**src/rtl/cajero_pkg.sv**
```systemverilog
// Shared definitions for the cashier controller: FSM state encoding,
// transaction type codes, datapath widths and the captured transaction payload.
package cajero_pkg;

    localparam int unsigned PIN_W     = 16;
    localparam int unsigned MONTO_W   = 32;
    localparam int unsigned BALANCE_W = 64;
    localparam int unsigned SUMA_W    = BALANCE_W + 1;
    localparam int unsigned IDLE_W    = 16;

    typedef enum logic [2:0] {
        ESPERA_TARJETA = 3'd0,
        INGRESO_PIN    = 3'd1,
        VERIFICAR_PIN  = 3'd2,
        ESPERA_MONTO   = 3'd3,
        PROCESAR       = 3'd4,
        FIN_TRANS      = 3'd5,
        BLOQUEO        = 3'd6
    } estado_e;

    localparam logic DEPOSITO = 1'b0;
    localparam logic RETIRO   = 1'b1;

    // Transaction captured on monto_stb.
    typedef struct packed {
        logic               tipo;
        logic [MONTO_W-1:0] monto;
    } trans_t;

    // Balance plus zero-extended amount, clamped at the all-ones balance.
    function automatic logic [BALANCE_W-1:0] suma_saturada(
        input logic [BALANCE_W-1:0] a,
        input logic [MONTO_W-1:0]   b
    );
        logic [SUMA_W-1:0] s;
        s = {1'b0, a} + SUMA_W'(b);
        return s[BALANCE_W] ? {BALANCE_W{1'b1}} : s[BALANCE_W-1:0];
    endfunction

endpackage

```
**src/rtl/cajero_captura_pin.sv**
```systemverilog
// PIN capture: 16-bit shift register of BCD digits (first digit ends up in
// the top nibble) plus a 2-bit digit counter.
// Ports:
//   clk, reset      - clock, asynchronous active-low reset
//   limpiar         - clear register and counter (has priority over desplazar)
//   desplazar       - shift digito in and count it
//   digito          - BCD digit
//   pin             - captured PIN
//   completo_c      - combinational: this shift is the 4th digit
module cajero_captura_pin
    import cajero_pkg::*;
(
    input  logic             clk,
    input  logic             reset,
    input  logic             limpiar,
    input  logic             desplazar,
    input  logic [3:0]       digito,
    output logic [PIN_W-1:0] pin,
    output logic             completo_c
);

    logic [PIN_W-1:0] pin_q, pin_d;
    logic [1:0]       cuenta_q, cuenta_d;

    // Shift/count next state; the counter wraps to 0 on the 4th digit.
    always_comb begin
        pin_d    = pin_q;
        cuenta_d = cuenta_q;
        if (limpiar) begin
            pin_d    = '0;
            cuenta_d = '0;
        end else if (desplazar) begin
            pin_d    = {pin_q[PIN_W-5:0], digito};
            cuenta_d = cuenta_q + 2'd1;
        end
    end

    always_ff @(posedge clk or negedge reset) begin
        if (!reset) begin
            pin_q    <= '0;
            cuenta_q <= '0;
        end else begin
            pin_q    <= pin_d;
            cuenta_q <= cuenta_d;
        end
    end

    assign pin        = pin_q;
    assign completo_c = desplazar && (cuenta_q == 2'd3);

endmodule

```
**src/rtl/cajero_controlador.sv**
```systemverilog
// Cashier main sequencer: card acceptance, PIN entry with attempt limit and
// blocking, then one deposit or withdrawal on the stored balance.
// Optional idle timeout in PIN entry / amount wait: define CAJERO_TIMEOUT_EN.
// Ports:
//   clk, reset                     - clock, asynchronous active-low reset
//   tarjeta_recibida               - card present (looked at only while idle)
//   digito_stb, digito             - PIN digit strobe and BCD digit
//   monto_stb, monto, tipo_trans   - amount strobe, amount, 0 deposit / 1 withdrawal
//   balance                        - account balance
//   pin_incorrecto                 - pulse per wrong PIN
//   advertencia                    - level, one attempt left
//   bloqueo                        - sticky block until reset
//   entregar_dinero                - pulse, withdrawal approved
//   fondos_insuficientes           - pulse, withdrawal rejected
//   fin                            - pulse, transaction complete
module cajero_controlador
    import cajero_pkg::*;
#(
    parameter logic [PIN_W-1:0]     PIN_CORRECTO    = 16'h1234,
    parameter int unsigned          MAX_INTENTOS    = 3,
    parameter logic [BALANCE_W-1:0] BALANCE_INICIAL = 64'd1000,
    parameter int unsigned          TIMEOUT_CICLOS  = 1000
) (
    input  logic                 clk,
    input  logic                 reset,
    input  logic                 tarjeta_recibida,
    input  logic                 digito_stb,
    input  logic [3:0]           digito,
    input  logic                 monto_stb,
    input  logic [MONTO_W-1:0]   monto,
    input  logic                 tipo_trans,
    output logic [BALANCE_W-1:0] balance,
    output logic                 pin_incorrecto,
    output logic                 advertencia,
    output logic                 bloqueo,
    output logic                 entregar_dinero,
    output logic                 fondos_insuficientes,
    output logic                 fin
);

    localparam int unsigned INT_W = $clog2(MAX_INTENTOS + 1);

    estado_e              state_q, state_d;
    logic [INT_W-1:0]     intentos_q, intentos_d;
    logic [BALANCE_W-1:0] balance_q, balance_d;
    trans_t               trans_q, trans_d;
    logic                 pin_incorrecto_q, pin_incorrecto_d;
    logic                 advertencia_q, advertencia_d;
    logic                 bloqueo_q, bloqueo_d;
    logic                 entregar_q, entregar_d;
    logic                 fondos_q, fondos_d;
    logic                 fin_q, fin_d;

    logic                 limpiar_c;
    logic                 desplazar_c;
    logic                 completo_c;
    logic                 timeout_c;
    logic [PIN_W-1:0]     pin_c;

    assign desplazar_c = digito_stb && (state_q == INGRESO_PIN);

    cajero_captura_pin u_captura (
        .clk        (clk),
        .reset      (reset),
        .limpiar    (limpiar_c),
        .desplazar  (desplazar_c),
        .digito     (digito),
        .pin        (pin_c),
        .completo_c (completo_c)
    );

`ifdef CAJERO_TIMEOUT_EN
    // Idle counter: restarts on state entry and on every accepted strobe.
    logic [IDLE_W-1:0] ocio_q, ocio_d;
    logic              espera_c;
    logic              acepta_c;

    assign espera_c  = (state_q == INGRESO_PIN) || (state_q == ESPERA_MONTO);
    assign acepta_c  = ((state_q == INGRESO_PIN) && digito_stb) ||
                       ((state_q == ESPERA_MONTO) && monto_stb);
    assign timeout_c = espera_c && !acepta_c &&
                       (ocio_q == IDLE_W'(TIMEOUT_CICLOS - 1));

    always_comb begin
        ocio_d = '0;
        if (espera_c && !acepta_c && (state_d == state_q)) begin
            ocio_d = ocio_q + IDLE_W'(1);
        end
    end

    always_ff @(posedge clk or negedge reset) begin
        if (!reset) begin
            ocio_q <= '0;
        end else begin
            ocio_q <= ocio_d;
        end
    end
`else
    logic unused_timeout;
    assign unused_timeout = ^TIMEOUT_CICLOS;
    assign timeout_c      = 1'b0;
`endif

    // Next state, datapath and registered outputs.
    always_comb begin
        state_d          = state_q;
        intentos_d       = intentos_q;
        balance_d        = balance_q;
        trans_d          = trans_q;
        bloqueo_d        = bloqueo_q;
        pin_incorrecto_d = 1'b0;
        entregar_d       = 1'b0;
        fondos_d         = 1'b0;
        fin_d            = 1'b0;
        limpiar_c        = 1'b0;

        case (state_q)
            ESPERA_TARJETA: begin
                if (tarjeta_recibida) begin
                    state_d   = INGRESO_PIN;
                    limpiar_c = 1'b1;
                end
            end
            INGRESO_PIN: begin
                if (completo_c) begin
                    state_d = VERIFICAR_PIN;
                end else if (timeout_c) begin
                    state_d   = FIN_TRANS;
                    limpiar_c = 1'b1;
                end
            end
            VERIFICAR_PIN: begin
                if (pin_c == PIN_CORRECTO) begin
                    state_d    = ESPERA_MONTO;
                    intentos_d = '0;
                end else begin
                    intentos_d       = intentos_q + INT_W'(1);
                    pin_incorrecto_d = 1'b1;
                    if (intentos_d == INT_W'(MAX_INTENTOS)) begin
                        state_d   = BLOQUEO;
                        bloqueo_d = 1'b1;
                    end else begin
                        state_d   = INGRESO_PIN;
                        limpiar_c = 1'b1;
                    end
                end
            end
            ESPERA_MONTO: begin
                if (monto_stb) begin
                    trans_d.tipo  = tipo_trans;
                    trans_d.monto = monto;
                    state_d       = PROCESAR;
                end else if (timeout_c) begin
                    state_d = FIN_TRANS;
                end
            end
            PROCESAR: begin
                if (trans_q.tipo == DEPOSITO) begin
                    balance_d = suma_saturada(balance_q, trans_q.monto);
                end else if (BALANCE_W'(trans_q.monto) > balance_q) begin
                    fondos_d = 1'b1;
                end else begin
                    balance_d  = balance_q - BALANCE_W'(trans_q.monto);
                    entregar_d = 1'b1;
                end
                state_d = FIN_TRANS;
            end
            FIN_TRANS: begin
                fin_d   = 1'b1;
                state_d = ESPERA_TARJETA;
            end
            BLOQUEO: begin
                bloqueo_d = 1'b1;
            end
            default: begin
                state_d = ESPERA_TARJETA;
            end
        endcase

        // Warning tracks the attempt count it will show next cycle.
        advertencia_d = (intentos_d == INT_W'(MAX_INTENTOS - 1)) && (state_d != BLOQUEO);
    end

    always_ff @(posedge clk or negedge reset) begin
        if (!reset) begin
            state_q          <= ESPERA_TARJETA;
            intentos_q       <= '0;
            balance_q        <= BALANCE_INICIAL;
            trans_q          <= '0;
            pin_incorrecto_q <= 1'b0;
            advertencia_q    <= 1'b0;
            bloqueo_q        <= 1'b0;
            entregar_q       <= 1'b0;
            fondos_q         <= 1'b0;
            fin_q            <= 1'b0;
        end else begin
            state_q          <= state_d;
            intentos_q       <= intentos_d;
            balance_q        <= balance_d;
            trans_q          <= trans_d;
            pin_incorrecto_q <= pin_incorrecto_d;
            advertencia_q    <= advertencia_d;
            bloqueo_q        <= bloqueo_d;
            entregar_q       <= entregar_d;
            fondos_q         <= fondos_d;
            fin_q            <= fin_d;
        end
    end

    assign balance              = balance_q;
    assign pin_incorrecto       = pin_incorrecto_q;
    assign advertencia          = advertencia_q;
    assign bloqueo              = bloqueo_q;
    assign entregar_dinero      = entregar_q;
    assign fondos_insuficientes = fondos_q;
    assign fin                  = fin_q;

endmodule
```
**config.mk**
```make
export PLATFORM = sky130hd
export DESIGN_NAME = cajero_controlador
export DESIGN_NICKNAME = d
export VERILOG_FILES = /design/src/rtl/cajero_pkg.sv /design/src/rtl/cajero_captura_pin.sv /design/src/rtl/cajero_controlador.sv
export SDC_FILE = /design/constraint.sdc
export NUM_CORES = 1
export LEC_CHECK = 0
export CORE_UTILIZATION = 45
export CTS_CLUSTER_SIZE = 20
export DETAILED_ROUTE_END_ITERATION = 12
export PLACE_DENSITY = 0.66
export SLEW_MARGIN = 20
export SYNTH_ARGS = -nofsm -noshare
export SYNTH_HDL_FRONTEND = slang
export SYNTH_SLANG_ARGS = --single-unit
```
**constraint.sdc**
```tcl
create_clock -name clk -period 3.8 [get_ports clk]
set_input_delay 0.38 -clock clk [delete_from_list [all_inputs] [get_ports clk]]
set_output_delay 0.38 -clock clk [all_outputs]
set_load 0.05 [all_outputs]
```
==> results_tabular.tex <==
\begin{tabular}{lr}
\hline
Metric & Value \\
\hline
\multicolumn{2}{l}{\textbf{Floorplanning}} \\
\quad Initial cell density of the core & 0.4599 \\
\quad Num ports & $\sim$110 \\
\quad Standard-cell rows & 55 \\
\quad Die footprint & 23820 um2 \\
\quad Die width & 154.3 um \\
\quad Std-Cell Core Area & 22710 um2 \\
\quad Die height & around 150 um \\
\multicolumn{2}{l}{\textbf{Power and ir drop}} \\
\quad Logic gate share of total power & 0.696 \\
\quad Internal power of the cells & roughly 0.0065 W \\
\quad Leakage Power & approximately 5.7 nW \\
\quad Power per cell area & around 1000 nW/um2 \\
\quad Sw power & $\sim$0.007 W \\
\quad Sequential share of power & 0.175 \\
\quad Switching part of the total power & 0.5211 \\
\quad Clock network fraction of total power & 0.129 \\
\quad Peak VDD IR & about 0.46 mV \\
\multicolumn{2}{l}{\textbf{STA}} \\
\quad Final worst path period need & 3.651 ns \\
\quad Slew margin rel. & 0.4068 \\
\quad Setup repair after global routing missed its margin & no \\
\quad Worst-Margin Slew & slightly below 0.9 ns \\
\quad Setup violation total in the final timing report & 0 \\
\quad Final-report hold violation count & 0 \\
\quad Worst Skew & roughly 0.014 ns \\
\quad Final worst-path cycle share & 0.9609 \\
\quad Final Slew Violations & 0 \\
\quad Final-layout worst hold slack & between 0.4 and 0.5 ns \\
\quad Max frequency & between 0.2 and 0.3 GHz \\
\quad Setup TNS after final layout & 0 ns \\
\multicolumn{2}{l}{\textbf{Global route}} \\
\quad Total congestion overflow & 0 \\
\quad Pin count of the biggest net entering global routing & 74 \\
\quad Via count of the first global-routing pass & between 9000 and 10000 \\
\quad Combined global-route utilization of all metal layers & 0.3055 \\
\quad Global-route wire length before repair & approximately 57 mm \\
\quad Initial antenna violation count & 0 \\
\multicolumn{2}{l}{\textbf{Detailed routing}} \\
\quad Post-detailed-route via-to-cell ratio & $\sim$6.1 \\
\quad Final wirelength & 35.65 mm \\
\quad Post-route DRC violation count & 0 \\
\quad Number of DRC violations after detailed-routing iteration 0 & around 900 \\
\quad DRT Pass-1 Iters & 5 \\
\quad Via count & 10439 \\
\quad Final antenna-violating net count & 0 \\
\quad Routed WL per cell & slightly above 20 um \\
\multicolumn{2}{l}{\textbf{Layout}} \\
\quad Post-layout nets & around 1500 \\
\quad Area added between synthesis and finish & 25.46\% \\
\quad Antenna cell count & 0 \\
\quad Fraction of final layout cells sized beyond drive strength 1 & 0.1606 \\
\quad Fill cell instance count of the final layout & 2073 \\
\multicolumn{2}{l}{\textbf{CTS}} \\
\quad Clock input transition at the sequential cells of the worst setup and hold paths & about 0.070 ns \\
\quad Clock latency at the later pin of the worst-skew pair & 0.44 ns \\
\quad CTS root buf & sky130\_fd\_sc\_hd\_\_clkbuf\_16 \\
\quad Maximum buffer depth of the clock tree & 2 \\
\quad Post-CTS setup buffers & 0 \\
\quad TritonCTS clock tree & done \\
\quad Number of H-tree levels & 4 \\
\quad TritonCTS buffer count & 17 \\
\quad CTS sink cnt & 126 \\
\multicolumn{2}{l}{\textbf{Setup path}} \\
\quad Category of the critical setup timing path & register to register \\
\quad Endpoint kind of the worst setup timing path & register \\
\quad Required time reported for the critical path endpoint & about 4.1 ns \\
\quad Signal arrival time at the worst endpoint & roughly 4.0 ns \\
\quad Crit-path max FO & 10 \\
\quad Startpoint type of the worst setup path & register \\
\multicolumn{2}{l}{\textbf{Yosys}} \\
\quad Portion of the post-synthesis area used by sequential elements & 0.3026 \\
\quad Number of synthesis warnings & 0 \\
\quad Per-instance average area after synthesis & 8.249 um2 \\
\quad Post-synthesis cell type count & between 90 and 100 \\
\quad Count of flip-flops with a built-in enable after synthesis & 0 \\
\quad FFs w/ async S/R, synth & 1.000 \\
\quad Synth Cell Area & 10440 um2 \\
\quad Number of synthesized register bits & roughly 130 \\
\quad Nets in the synthesized netlist & approximately 1400 \\
\quad Count of mapped cells out of synthesis & about 1300 \\
\quad Primary flip-flop cell chosen by synthesis mapping & sky130\_fd\_sc\_hd\_\_dfrtp\_1 \\
\multicolumn{2}{l}{\textbf{Placed design}} \\
\quad DP HPWL & 26.77 mm \\
\quad RePlAce Congestion & around 1 \\
\quad PortBufs & roughly 110 \\
\multicolumn{2}{l}{\textbf{Outcome}} \\
\quad Run status & completed \\
\multicolumn{2}{l}{\textbf{Run}} \\
\quad Maximum capacitance violations & 0 \\
\multicolumn{2}{l}{\textbf{Hold path}} \\
\quad Tightest Hold Check Type & register to register \\
\hline
\end{tabular}
==> timing repair <==
item | CTS | global route
gates resized for setup | 0 | 16
endpoints found under the setup margin | 0 | 24
hold buffers | 1 | 0
endpoints found under the hold margin | 6 | 0
==> path summary, 6_finish.rpt <==
check,startpoint,end,slack (ns),depth (start not counted)
setup / recovery,balance[17],balance[50],0.15,10
hold / removal,bloqueo,bloqueo,0.47,1
setup reg to reg,balance[17],balance[50],0.15,10
hold reg to reg,bloqueo,bloqueo,0.47,1
max in group asynchronous,reset,balance[3],2.33,3
min in group asynchronous,reset,trans_q[23],0.52,2
==> cell usage after synthesis, types with 10 or more instances <==
library cell               count  area [um2]
sky130_fd_sc_hd__nand2_1     133       499.2
sky130_fd_sc_hd__o21bai_1     11       82.58
sky130_fd_sc_hd__o211ai_1     11       82.58
sky130_fd_sc_hd__nand4_1      18       112.6
sky130_fd_sc_hd__nor3_1       44       220.2
sky130_fd_sc_hd__a21o_1       27       202.7
sky130_fd_sc_hd__mux2_2       36       405.4
sky130_fd_sc_hd__or3_1        16       100.1
sky130_fd_sc_hd__buf_2        26       130.1
sky130_fd_sc_hd__nor2_1       98       367.9
sky130_fd_sc_hd__dfrtp_1     120        3003
sky130_fd_sc_hd__inv_1        74       277.8
sky130_fd_sc_hd__mux2_1       15       168.9
sky130_fd_sc_hd__nand3_1      33       165.2
sky130_fd_sc_hd__nor4_1       20       125.1
sky130_fd_sc_hd__a21oi_1     110       550.5
sky130_fd_sc_hd__xnor2_1      42       367.9
sky130_fd_sc_hd__o21ai_1      16       80.08
sky130_fd_sc_hd__nor2b_1      10       62.56
sky130_fd_sc_hd__a221oi_1     19       166.4
sky130_fd_sc_hd__o21ai_0      37       185.2
sky130_fd_sc_hd__ha_1         66       825.8
sky130_fd_sc_hd__a31oi_1      18       112.6
sky130_fd_sc_hd__clkbuf_1     46       172.7
sky130_fd_sc_hd__o31ai_1      18       135.1
sky130_fd_sc_hd__nand2b_1     26       162.7
==> layer usage <==
layer	wire length, um	global-route usage	part of all wire	vias up
met3	2733	0.06080	0.077	92
met1	15850	0.4172	0.44	4946
met2	16010	0.4781	0.45	497
met5	0	0	0	-
li1	-	-	-	4904
met4	1049	0.1132	0.029	0
==> flip-flops by register name, indices dropped and copies added, names as in the netlist <==
signal and cells:
balance 64, trans_q 33, u_captura.pin 16, state_q 3, intentos_q 2, u_captura.cuenta_q 2, advertencia 1, bloqueo 1
entregar_dinero 1, fin 1, fondos_insuficientes 1, pin_incorrecto 1
==> power by group through the flow <==
stage	combinational, W	clock (W)	sequential, W
6_report	0.00939	0.00173	0.00236
2_1_floorplan	0.00560	0	0.00293
3_3_place_gp	0.00905	0	0.00234
3_5_place_dp	0.00904	0	0.00237
5_1_grt	0.0101	0.00182	0.00244
4_1_cts	0.00912	0.00177	0.00235
==> cell usage in the layout (no fill, tap or decap), types with 6 or more instances in the layout <==
cell type / Yosys / final
sky130_fd_sc_hd__a211oi_1: 7 / 6
sky130_fd_sc_hd__a221oi_1: 19 / 19
sky130_fd_sc_hd__mux2_1: 15 / 15
sky130_fd_sc_hd__or4_1: 9 / 9
sky130_fd_sc_hd__clkdlybuf4s50_1: 0 / 110
sky130_fd_sc_hd__a31oi_1: 18 / 18
sky130_fd_sc_hd__and2_1: 6 / 6
sky130_fd_sc_hd__o31ai_1: 18 / 18
sky130_fd_sc_hd__o21bai_1: 11 / 11
sky130_fd_sc_hd__xnor2_1: 42 / 42
sky130_fd_sc_hd__nor4_1: 20 / 19
sky130_fd_sc_hd__dfstp_2: 6 / 6
sky130_fd_sc_hd__a21o_1: 27 / 26
sky130_fd_sc_hd__nor2_1: 98 / 97
sky130_fd_sc_hd__o21ai_0: 37 / 37
sky130_fd_sc_hd__ha_1: 66 / 64
sky130_fd_sc_hd__nor3_1: 44 / 43
sky130_fd_sc_hd__nand2b_1: 26 / 26
sky130_fd_sc_hd__mux2i_1: 7 / 7
sky130_fd_sc_hd__nand2_1: 133 / 133
sky130_fd_sc_hd__inv_1: 74 / 74
sky130_fd_sc_hd__nand4_1: 18 / 18
sky130_fd_sc_hd__nor2b_1: 10 / 10
sky130_fd_sc_hd__or3_1: 16 / 16
sky130_fd_sc_hd__o21a_1: 6 / 6
sky130_fd_sc_hd__o21ai_1: 16 / 15
sky130_fd_sc_hd__o211ai_1: 11 / 11
sky130_fd_sc_hd__clkbuf_16: 0 / 17
sky130_fd_sc_hd__mux2_2: 36 / 36
sky130_fd_sc_hd__a21oi_1: 110 / 107
sky130_fd_sc_hd__buf_4: 1 / 98
sky130_fd_sc_hd__inv_8: 0 / 7
sky130_fd_sc_hd__dfrtp_1: 120 / 119
sky130_fd_sc_hd__buf_12: 0 / 7
sky130_fd_sc_hd__nand3_1: 33 / 32
==> kinds of logic (layout without fill, tap and decap cells) <==
family / after synthesis / after routing / synth area share
simple gates: 457 / 457 / 0.2194
compound gates: 352 / 352 / 0.2292
buf+inv: 159 / 325 / 0.06565
flops: 126 / 126 / 0.3026
fa+ha+maj: 68 / 68 / 0.08290
mux: 58 / 58 / 0.06170
xor+xnor: 46 / 46 / 0.03858
==> final cells by class <==
cell class                      count  area, um2  area share
Timing Repair Buffer              217       1998      0.1525
Clock inverter                     15      192.7     0.01471
Multi-Input combinational cell    981       6683      0.5100
Sequential cell                   126       3162      0.2413
Tap cell                          285      356.6     0.02722
Clock buffer                       17      425.4     0.03247
Inverter                           76      285.3     0.02177
==> per-stage QoR <==
step           power [W]  setup WS (ns)    util  cell area [um2]  cells
2_1_floorplan   0.008524        0.06875       -            10440   1266
3_3_place_gp     0.01139         0.1894  0.5462            12400   1684
3_5_place_dp     0.01141        0.09811  0.5462            12400   1684
4_1_cts          0.01324        0.07828  0.5738            13030   1717
5_1_grt          0.01435       0.009778  0.5770            13100   1717
6_report         0.01348         0.1485  0.5770            13100   1717
==> worst max-delay path, stage by stage (launching register included) <==
cell	delay [ns]
sky130_fd_sc_hd__dfrtp_1	0.42
sky130_fd_sc_hd__ha_1	0.47
sky130_fd_sc_hd__a21oi_1	0.34
sky130_fd_sc_hd__o21a_1	0.22
sky130_fd_sc_hd__or3b_2	0.46
sky130_fd_sc_hd__a21oi_1	0.28
sky130_fd_sc_hd__o31a_1	0.34
sky130_fd_sc_hd__nand3_1	0.24
sky130_fd_sc_hd__nor4_1	0.34
sky130_fd_sc_hd__mux2i_1	0.13
sky130_fd_sc_hd__a211oi_1	0.31
Power figures use the tool's default switching activity.
